[src/rtl/opb_pkg.sv]
// Shared definitions for the OPB master arbiter: FSM encoding, bus widths,
// CAN region defaults, read latencies and the region-membership helper.
package opb_pkg;

  localparam int OPB_DW = 32;
  localparam int OPB_AW = 32;

  localparam logic [OPB_AW-1:0] CAN_BASE_DEF = 32'h0000_9000;
  localparam logic [OPB_AW-1:0] CAN_SIZE_DEF = 32'h0000_1000;

  localparam logic [1:0] LAT_STD = 2'd1;
  localparam logic [1:0] LAT_CAN = 2'd2;

  typedef enum logic [1:0] {
    ST_IDLE  = 2'd0,
    ST_ISSUE = 2'd1,
    ST_WAIT  = 2'd2,
    ST_DONE  = 2'd3
  } state_t;

  typedef struct packed {
    state_t     state;
    logic [1:0] ptr;
  } dbg_t;

  // Subtracting first keeps the upper bound from wrapping at the top of the map.
  function automatic logic in_region(input logic [OPB_AW-1:0] addr,
                                     input logic [OPB_AW-1:0] base,
                                     input logic [OPB_AW-1:0] size);
    return (addr >= base) && ((addr - base) < size);
  endfunction

endpackage

[src/rtl/opb_master_arbiter_if.sv]
// Requester and OPB master-port signals of the arbiter, grouped in one bundle.
// Handshake: a requester raises M_REQ with M_WR/M_ADDR/M_WDATA stable and holds it until its one-cycle M_ACK; it drops M_REQ at the edge ending the ACK cycle.
interface opb_master_arbiter_if #(
  parameter int N_MASTERS = 2
);
  logic [N_MASTERS-1:0]    M_REQ;
  logic [N_MASTERS-1:0]    M_WR;
  logic [32*N_MASTERS-1:0] M_ADDR;
  logic [32*N_MASTERS-1:0] M_WDATA;
  logic [N_MASTERS-1:0]    M_ACK;
  logic [31:0]             M_RDATA;
  logic [N_MASTERS-1:0]    GRANT;
  logic                    BUSY;
  logic                    OPB_RE;
  logic                    OPB_WE;
  logic [31:0]             OPB_ADDR;
  logic [31:0]             OPB_DI;
  logic [31:0]             OPB_DO;

  modport master (
    input  M_REQ, M_WR, M_ADDR, M_WDATA, OPB_DO,
    output M_ACK, M_RDATA, GRANT, BUSY, OPB_RE, OPB_WE, OPB_ADDR, OPB_DI
  );

  modport slave (
    output M_REQ, M_WR, M_ADDR, M_WDATA, OPB_DO,
    input  M_ACK, M_RDATA, GRANT, BUSY, OPB_RE, OPB_WE, OPB_ADDR, OPB_DI
  );
endinterface

[src/rtl/rr_arbiter.sv]
// N-input round-robin arbiter: combinational one-hot grant searched from the
// pointer; the pointer moves past the winner when advance is asserted.
module rr_arbiter #(
  parameter int N  = 2,
  parameter int PW = 1
) (
  input  logic          clk,
  input  logic          rst_n,
  input  logic [N-1:0]  req,
  input  logic          advance,
  output logic [N-1:0]  grant,
  output logic [PW-1:0] ptr
);

  logic [PW-1:0] nxt_ptr;
  logic          found;

  always_comb begin
    grant   = '0;
    nxt_ptr = ptr;
    found   = 1'b0;
    for (int i = 0; i < N; i++) begin
      if (!found && req[(int'(ptr) + i) % N]) begin
        grant[(int'(ptr) + i) % N] = 1'b1;
        nxt_ptr = PW'((int'(ptr) + i + 1) % N);
        found   = 1'b1;
      end
    end
  end

  always_ff @(posedge clk or negedge rst_n) begin
    if (!rst_n) begin
      ptr <= '0;
    end else if (advance && found) begin
      ptr <= nxt_ptr;
    end
  end

endmodule

[src/rtl/opb_master_arbiter.sv]
// Arbitrates N requesters onto one OPB master port, issuing single-cycle
// strobes and capturing read data at a region-dependent latency.
module opb_master_arbiter
  import opb_pkg::*;
#(
  parameter int          N_MASTERS = 2,
  parameter logic [31:0] CAN_BASE  = CAN_BASE_DEF,
  parameter logic [31:0] CAN_SIZE  = CAN_SIZE_DEF
) (
  input  logic                 OPB_CLK,
  input  logic                 OPB_RST_N,
  opb_master_arbiter_if.master bus,
  output dbg_t                 dbg
);

  localparam int PW = (N_MASTERS > 1) ? $clog2(N_MASTERS) : 1;

  state_t               state;
  logic                 wr_q;
  logic [1:0]           lat_cnt;
  logic [N_MASTERS-1:0] arb_grant;
  logic [PW-1:0]        arb_ptr;
  logic [PW-1:0]        win_idx;
  logic                 advance;

  assign advance = (state == ST_IDLE) && (|bus.M_REQ);

  rr_arbiter #(.N(N_MASTERS), .PW(PW)) u_rr (
    .clk     (OPB_CLK),
    .rst_n   (OPB_RST_N),
    .req     (bus.M_REQ),
    .advance (advance),
    .grant   (arb_grant),
    .ptr     (arb_ptr)
  );

  always_comb begin
    win_idx = '0;
    for (int i = 0; i < N_MASTERS; i++) begin
      if (arb_grant[i]) win_idx = PW'(i);
    end
  end

  assign dbg.state = state;
  assign dbg.ptr   = 2'(arb_ptr);

  always_ff @(posedge OPB_CLK or negedge OPB_RST_N) begin
    if (!OPB_RST_N) begin
      state        <= ST_IDLE;
      wr_q         <= 1'b0;
      lat_cnt      <= '0;
      bus.GRANT    <= '0;
      bus.M_ACK    <= '0;
      bus.BUSY     <= 1'b0;
      bus.OPB_RE   <= 1'b0;
      bus.OPB_WE   <= 1'b0;
      bus.OPB_ADDR <= '0;
      bus.OPB_DI   <= '0;
      bus.M_RDATA  <= '0;
    end else begin
      case (state)
        ST_IDLE: begin
          if (advance) begin
            bus.GRANT    <= arb_grant;
            bus.OPB_ADDR <= bus.M_ADDR[32*win_idx +: 32];
            bus.OPB_DI   <= bus.M_WDATA[32*win_idx +: 32];
            wr_q         <= bus.M_WR[win_idx];
            // Strobes are registered here so they are high only during ISSUE.
            bus.OPB_RE   <= !bus.M_WR[win_idx];
            bus.OPB_WE   <= bus.M_WR[win_idx];
            bus.BUSY     <= 1'b1;
            state        <= ST_ISSUE;
          end
        end
        ST_ISSUE: begin
          bus.OPB_RE <= 1'b0;
          bus.OPB_WE <= 1'b0;
          if (wr_q) begin
            bus.M_ACK <= bus.GRANT;
            state     <= ST_DONE;
          end else begin
            lat_cnt <= in_region(bus.OPB_ADDR, CAN_BASE, CAN_SIZE) ? LAT_CAN : LAT_STD;
            state   <= ST_WAIT;
          end
        end
        ST_WAIT: begin
          if (lat_cnt == LAT_STD) begin
            bus.M_RDATA <= bus.OPB_DO;
            bus.M_ACK   <= bus.GRANT;
            state       <= ST_DONE;
          end else begin
            lat_cnt <= lat_cnt - 2'd1;
          end
        end
        ST_DONE: begin
          bus.M_ACK <= '0;
          bus.GRANT <= '0;
          bus.BUSY  <= 1'b0;
          state     <= ST_IDLE;
        end
        default: state <= ST_IDLE;
      endcase
    end
  end

endmodule

[src/flat_wrapper.sv]
// flat-port wrapper written by rule: the top's interface ports become plain ports
module opb_master_arbiter_flat import opb_pkg::*;
#(
  parameter int          N_MASTERS = 2,
  parameter logic [31:0] CAN_BASE  = CAN_BASE_DEF,
  parameter logic [31:0] CAN_SIZE  = CAN_SIZE_DEF
)
  (OPB_CLK, OPB_RST_N, dbg, bus_M_REQ, bus_M_WR, bus_M_ADDR, bus_M_WDATA, bus_OPB_DO, bus_M_ACK, bus_M_RDATA, bus_GRANT, bus_BUSY, bus_OPB_RE, bus_OPB_WE, bus_OPB_ADDR, bus_OPB_DI);
  opb_master_arbiter_if #(.N_MASTERS(N_MASTERS)) bus_i ();
  input  logic OPB_CLK;
  input  logic OPB_RST_N;
  output dbg_t dbg;
  input wire logic [$bits(bus_i.M_REQ)-1:0] bus_M_REQ;
  input wire logic [$bits(bus_i.M_WR)-1:0] bus_M_WR;
  input wire logic [$bits(bus_i.M_ADDR)-1:0] bus_M_ADDR;
  input wire logic [$bits(bus_i.M_WDATA)-1:0] bus_M_WDATA;
  input wire logic [$bits(bus_i.OPB_DO)-1:0] bus_OPB_DO;
  output wire logic [$bits(bus_i.M_ACK)-1:0] bus_M_ACK;
  output wire logic [$bits(bus_i.M_RDATA)-1:0] bus_M_RDATA;
  output wire logic [$bits(bus_i.GRANT)-1:0] bus_GRANT;
  output wire logic [$bits(bus_i.BUSY)-1:0] bus_BUSY;
  output wire logic [$bits(bus_i.OPB_RE)-1:0] bus_OPB_RE;
  output wire logic [$bits(bus_i.OPB_WE)-1:0] bus_OPB_WE;
  output wire logic [$bits(bus_i.OPB_ADDR)-1:0] bus_OPB_ADDR;
  output wire logic [$bits(bus_i.OPB_DI)-1:0] bus_OPB_DI;
  assign bus_i.M_REQ = bus_M_REQ;
  assign bus_i.M_WR = bus_M_WR;
  assign bus_i.M_ADDR = bus_M_ADDR;
  assign bus_i.M_WDATA = bus_M_WDATA;
  assign bus_i.OPB_DO = bus_OPB_DO;
  assign bus_M_ACK = bus_i.M_ACK;
  assign bus_M_RDATA = bus_i.M_RDATA;
  assign bus_GRANT = bus_i.GRANT;
  assign bus_BUSY = bus_i.BUSY;
  assign bus_OPB_RE = bus_i.OPB_RE;
  assign bus_OPB_WE = bus_i.OPB_WE;
  assign bus_OPB_ADDR = bus_i.OPB_ADDR;
  assign bus_OPB_DI = bus_i.OPB_DI;
  opb_master_arbiter #(.N_MASTERS(N_MASTERS), .CAN_BASE(CAN_BASE), .CAN_SIZE(CAN_SIZE)) u_core (.OPB_CLK(OPB_CLK), .OPB_RST_N(OPB_RST_N), .bus(bus_i), .dbg(dbg));
endmodule
[config.mk]
export PLATFORM = sky130hd
export DESIGN_NAME = opb_master_arbiter_flat
export DESIGN_NICKNAME = d
export VERILOG_FILES = /design/src/rtl/opb_pkg.sv /design/src/rtl/opb_master_arbiter_if.sv /design/src/rtl/rr_arbiter.sv /design/src/rtl/opb_master_arbiter.sv /design/src/flat_wrapper.sv
export SDC_FILE = /design/constraint.sdc
export NUM_CORES = 1
export LEC_CHECK = 0
export ABC_AREA = 1
export BUFFER_PORTS_ARGS = -buffer_cell sky130_fd_sc_hd__clkbuf_2
export CAP_MARGIN = 20
export CORE_MARGIN = 2
export CORE_UTILIZATION = 35
export DETAILED_ROUTE_END_ITERATION = 16
export GPL_ROUTABILITY_DRIVEN = 0
export PLACE_DENSITY = 0.67
export SYNTH_ARGS = -nofsm -noshare
export SYNTH_HDL_FRONTEND = slang
export SYNTH_SLANG_ARGS = --single-unit
[constraint.sdc]
create_clock -name OPB_CLK -period 2.1 [get_ports OPB_CLK]
set_input_delay 0 -clock OPB_CLK [delete_from_list [all_inputs] [get_ports OPB_CLK]]
set_output_delay 0 -clock OPB_CLK [all_outputs]
set_load 0.01 [all_outputs]
==> results <==
- The number of antenna violations at the first check in global routing is 0.
- The mux share of post-synthesis cell area is 7.23%.
- The count of endpoints failing hold in the final timing report is 0.
- Data on the critical path arrives at its endpoint at 2.17 ns.
- At the end of the flow, the number of nets in the layout was 1173.
- The H-tree level count is 3.
- The number of I/O pins is 273.
- The standard cell area after detailed placement is 6700 um2.
- The global-route wire length before repair is 28900 um.
- The violation count after the first detailed-route iteration is 359.
- The cell with the most instances on the worst path is sky130_fd_sc_hd__inv_1.
- Of the available clock period, the critical path in the final layout requires 90.8%.
- The startpoint of the worst-slack reg-to-reg timing path is u_core.state[0]$_DFFE_PN0P_.
- The maximum number of buffers from clock root to sink is 2.
- The cell count after synthesis came out at 580.
- The layout-stage area growth over the synthesis result is 68.5%.
- After detailed routing, the number of remaining DRC violations is 0.
- The type of destination of the critical path is a flip-flop.
- The total wire length after detailed routing is 17900 um.
- Subtracting the final worst setup slack from the clock period gives 1.91 ns.
- Clock latency on the worst-skew pair, taken at its later pin, is 0.35 ns.
- The die extent in y is 125 um.
- The distinct cell type count of the synthesized netlist is 29.
- The die covers 15600 um2.
- Global routing finished with a remaining overflow of 0.
- The die boundary width is 125 um.
- The total nets after synthesis is 752.
- Global routing used 22.8% of the available tracks.
- The sum of negative setup slack is 0 ns.
- Summing every instance area after synthesis gives 5120 um2.
- The delay contributed by the slowest stage of the critical path is 0.42 ns.
- Entering global routing, the biggest net connects 73 pins.
- The mean cell area of the mapped netlist is 8.84 um2.
- The worst-margin pin slew is 1.04 ns.
- In the final routed layout, each cell accounts on average for 15.0 um.
- The class of the tightest hold or removal check is in -> reg.
- After legalization and detailed placement, the total HPWL measured 10800 um.
- On the final layout, the worst clock skew is 0.00784 ns.
- The highest attainable clock frequency is 0.524 GHz.
- The largest individual stage delay along the critical path comes from the cell sky130_fd_sc_hd__dfrtp_1.
- Buffers placed on the I/O ports in this run total 271.
- The first TritonRoute pass finished after 7 iterations.
- Summing all non-filler instances in the final layout gives an area of 8640 um2.
- TritonCTS built the clock tree.
- The max-capacitance violation count is 0.
- The via count is 5718.
- The total clock sinks is 109.
- The number of rows created at floorplan is 44.
- The number of endpoints failing setup at the final stage is 0.
- During synthesis, Yosys emitted a total of 0 warnings.
- After clock tree synthesis, the clock-pin slew on the worst setup and hold paths is 0.07 ns.
- At the worst endpoint, the required time is 2.37 ns.
- Summing the areas of all compound-gate instances in the mapped netlist gives 16.3% of the synthesized area.
- The layout cell share with drive strength beyond 1 is 34.0%.
- The mean number of vias per cell is 4.81.
- Setup repair after global routing left no endpoint under its margin.
- The worst slew margin relative to its limit is 30.8%.
- In this run the most critical hold path is launched from bus_M_REQ[0].
- The completed layout was analyzed and its total power is 10800 uW.
- Summing the areas of all fa, ha and maj instances in the mapped netlist gives 1.46% of the synthesized area.
- The first element of the critical path is u_core.state[0]$_DFFE_PN0P_.
- The power density of the placed cells is 1250 nW/um2.
- The number of clock buffers added by TritonCTS is 9.
- The detail route stage leaves a number of antenna-violating nets equal to 0.
- The flow ran to the end, and the final reports show no timing, DRC or antenna violations.
- The simple-gate share of the synthesized area is 16.1%.
- The critical path goes through inv_1, ha_1, inv_1, a21oi_4, buf_12, o21ai_0, o21ai_1.
- Clock tree synthesis selected as its root buffer the cell sky130_fd_sc_hd__clkbuf_16.
- The largest delay contributor family on the critical path is compound AO/OA/AOI/OAI gates.
- The share of the synthesized netlist area taken by xor and xnor gates is 0%.
- For this design the static power due to leakage is 0.00432 uW.
- The final count of pins violating max slew is 0.
- STA classifies the critical path startpoint as a flip-flop.
- The dominant combinational cell family by area after synthesis is compound AO/OA/AOI/OAI gates.
- The worst path buffer plus inverter count is 3.
- The via count of the first global-routing pass was 6060.
- The critical path in this run is classified as reg -> reg.
- The maximum fanout along the worst path is 72.
- Sequential elements use 53.2% of the synthesized area.
- The final-layout fill cell count is 1218.
- The register bit total from synthesis is 109.
- The maximum VDD drop is 0.513 mV.
- 0 antenna diodes ended up in the layout.
- The effective utilization at floorplan is 35.5%.
- After floorplanning, the core was sized to cover 14400 um2.
-- kinds of logic (layout without fill, tap and decap cells) --
family | count (synthesis) | count (layout)
buffers and inverters | 72 | 498
adder cells (fa/ha/maj) | 6 | 6
other | 1 | 1
flip-flops | 109 | 109
AND/OR/NAND/NOR | 203 | 203
multiplexers | 33 | 33
AO/OA/AOI/OAI | 156 | 156
-- Yosys cell counts --
cell / count / share of area, %
sky130_fd_sc_hd__nand4_1: 2 / 0.24
sky130_fd_sc_hd__o32ai_1: 1 / 0.17
sky130_fd_sc_hd__ha_1: 6 / 1.5
sky130_fd_sc_hd__nand3_2: 1 / 0.20
sky130_fd_sc_hd__dfrtp_1: 109 / 53
sky130_fd_sc_hd__inv_2: 3 / 0.22
sky130_fd_sc_hd__conb_1: 1 / 0.073
sky130_fd_sc_hd__a21oi_2: 2 / 0.34
sky130_fd_sc_hd__mux2_2: 32 / 7.0
sky130_fd_sc_hd__buf_2: 6 / 0.59
sky130_fd_sc_hd__o211ai_1: 1 / 0.15
sky130_fd_sc_hd__nor2_1: 85 / 6.2
sky130_fd_sc_hd__a21oi_1: 7 / 0.68
sky130_fd_sc_hd__clkbuf_1: 23 / 1.7
sky130_fd_sc_hd__nand2_1: 91 / 6.7
sky130_fd_sc_hd__o21ai_0: 73 / 7.1
sky130_fd_sc_hd__nand2_2: 4 / 0.49
sky130_fd_sc_hd__mux2i_1: 1 / 0.20
sky130_fd_sc_hd__nor3_1: 2 / 0.20
sky130_fd_sc_hd__nor2_2: 2 / 0.24
sky130_fd_sc_hd__o22ai_1: 17 / 2.1
sky130_fd_sc_hd__nand3_1: 13 / 1.3
sky130_fd_sc_hd__inv_1: 37 / 2.7
sky130_fd_sc_hd__o21ai_1: 51 / 5.0
sky130_fd_sc_hd__buf_4: 3 / 0.44
sky130_fd_sc_hd__nor2_4: 2 / 0.44
sky130_fd_sc_hd__a21oi_4: 1 / 0.32
sky130_fd_sc_hd__or2_0: 1 / 0.12
sky130_fd_sc_hd__o31ai_1: 3 / 0.44
-- report_power, final --
part | internal, uW | switching (uW) | leakage [uW] | total, uW
clock network | 969 | 797 | 0.000144 | 1770
registers | 3160 | 738 | 0.00131 | 3900
logic | 2240 | 2890 | 0.00287 | 5130
total | 6370 | 4430 | 0.00432 | 10800
-- what timing repair did --
item | CTS | global route
hold buffers | 163 | 0
endpoints found under the setup margin | 0 | 2
resized for setup | 0 | 2
buffers inserted | 0 | 0
endpoints found under the hold margin | 136 | 0
-- flip-flops by register name, indices dropped and copies added, names as in the netlist --
name	cells
u_core.bus.OPB_RE	1
u_core.bus.OPB_ADDR	32
u_core.wr_q	1
u_core.state	2
u_core.bus.M_RDATA	32
u_core.bus.OPB_DI	32
u_core.lat_cnt	2
u_core.bus.BUSY	1
u_core.bus.GRANT	2
u_core.u_rr.ptr	1
u_core.bus.OPB_WE	1
u_core.bus.M_ACK	2
-- path summary, 6_finish.rpt --
| path | cells after the start | endpoint | slack [ns] |
|---|---|---|---|
| worst max-delay path | 7 | u_core.bus.OPB_ADDR[1]$_DFFE_PN0P_ | 0.19 |
| worst min-delay path | 3 | u_core.bus.GRANT[0]$_DFFE_PN0P_ | 0.06 |
| worst max register to register | 7 | u_core.bus.OPB_ADDR[1]$_DFFE_PN0P_ | 0.19 |
| worst min register to register | 2 | u_core.bus.OPB_DI[8]$_DFFE_PN0P_ | 0.49 |
| max in group asynchronous | 3 | u_core.bus.OPB_DI[28]$_DFFE_PN0P_ | 1.28 |
| min in group asynchronous | 2 | u_core.bus.M_RDATA[6]$_DFFE_PN0P_ | 0.21 |
-- layout make-up --
class / instances / area (um2) / area share (%)
tap: 184 / 230 / 2.67
clock buffer: 12 / 246 / 2.85
timing repair buffer: 442 / 3110 / 36.0
multi-input combinational: 399 / 2110 / 24.4
clock inverter: 4 / 55.1 / 0.637
inverter: 40 / 153 / 1.77
sequential: 109 / 2730 / 31.6
-- per-stage QoR --
stage	setup slack (ns)	hold WS [ns]	cells	util (%)
after detailed placement	0.210	0.0345	1011	46.5
after floorplan	0.491	-0.296	580	-
after global routing	0.0503	0.0655	1190	59.9
after CTS	0.187	0.0479	1190	59.9
after global placement	0.278	0.0319	1011	46.5
final	0.193	0.0607	1190	59.9
-- per-layer routing --
layer  vias to the layer above  share of wire, %  routed length (um)  GRT usage, %
met4                         0               3.4                 614          11.4
met5                         -                 0                   0             0
li1                       2763                 -                   -             -
met2                       257                49                8820          39.3
met1                      2649                40                7220          26.8
met3                        49               6.8                1220          5.09
-- cell usage in the layout (no fill, tap or decap), drive strengths merged, types with 9 or more instances in the layout --
cell           n
a21oi         10
o22ai         17
dlygate4sd3  163
o21ai        124
clkbuf       282
nand3         14
nand2         95
nor2          89
mux2          32
dfrtp        109
buf            9
inv           42
-- worst reg2reg max path, stage by stage (launching register included) --
cell	delay, ns
sky130_fd_sc_hd__dfrtp_1	0.42
sky130_fd_sc_hd__inv_1	0.16
sky130_fd_sc_hd__ha_1	0.23
sky130_fd_sc_hd__inv_1	0.11
sky130_fd_sc_hd__a21oi_4	0.22
sky130_fd_sc_hd__buf_12	0.28
sky130_fd_sc_hd__o21ai_0	0.22
sky130_fd_sc_hd__o21ai_1	0.18
Power figures use the tool's default switching activity.
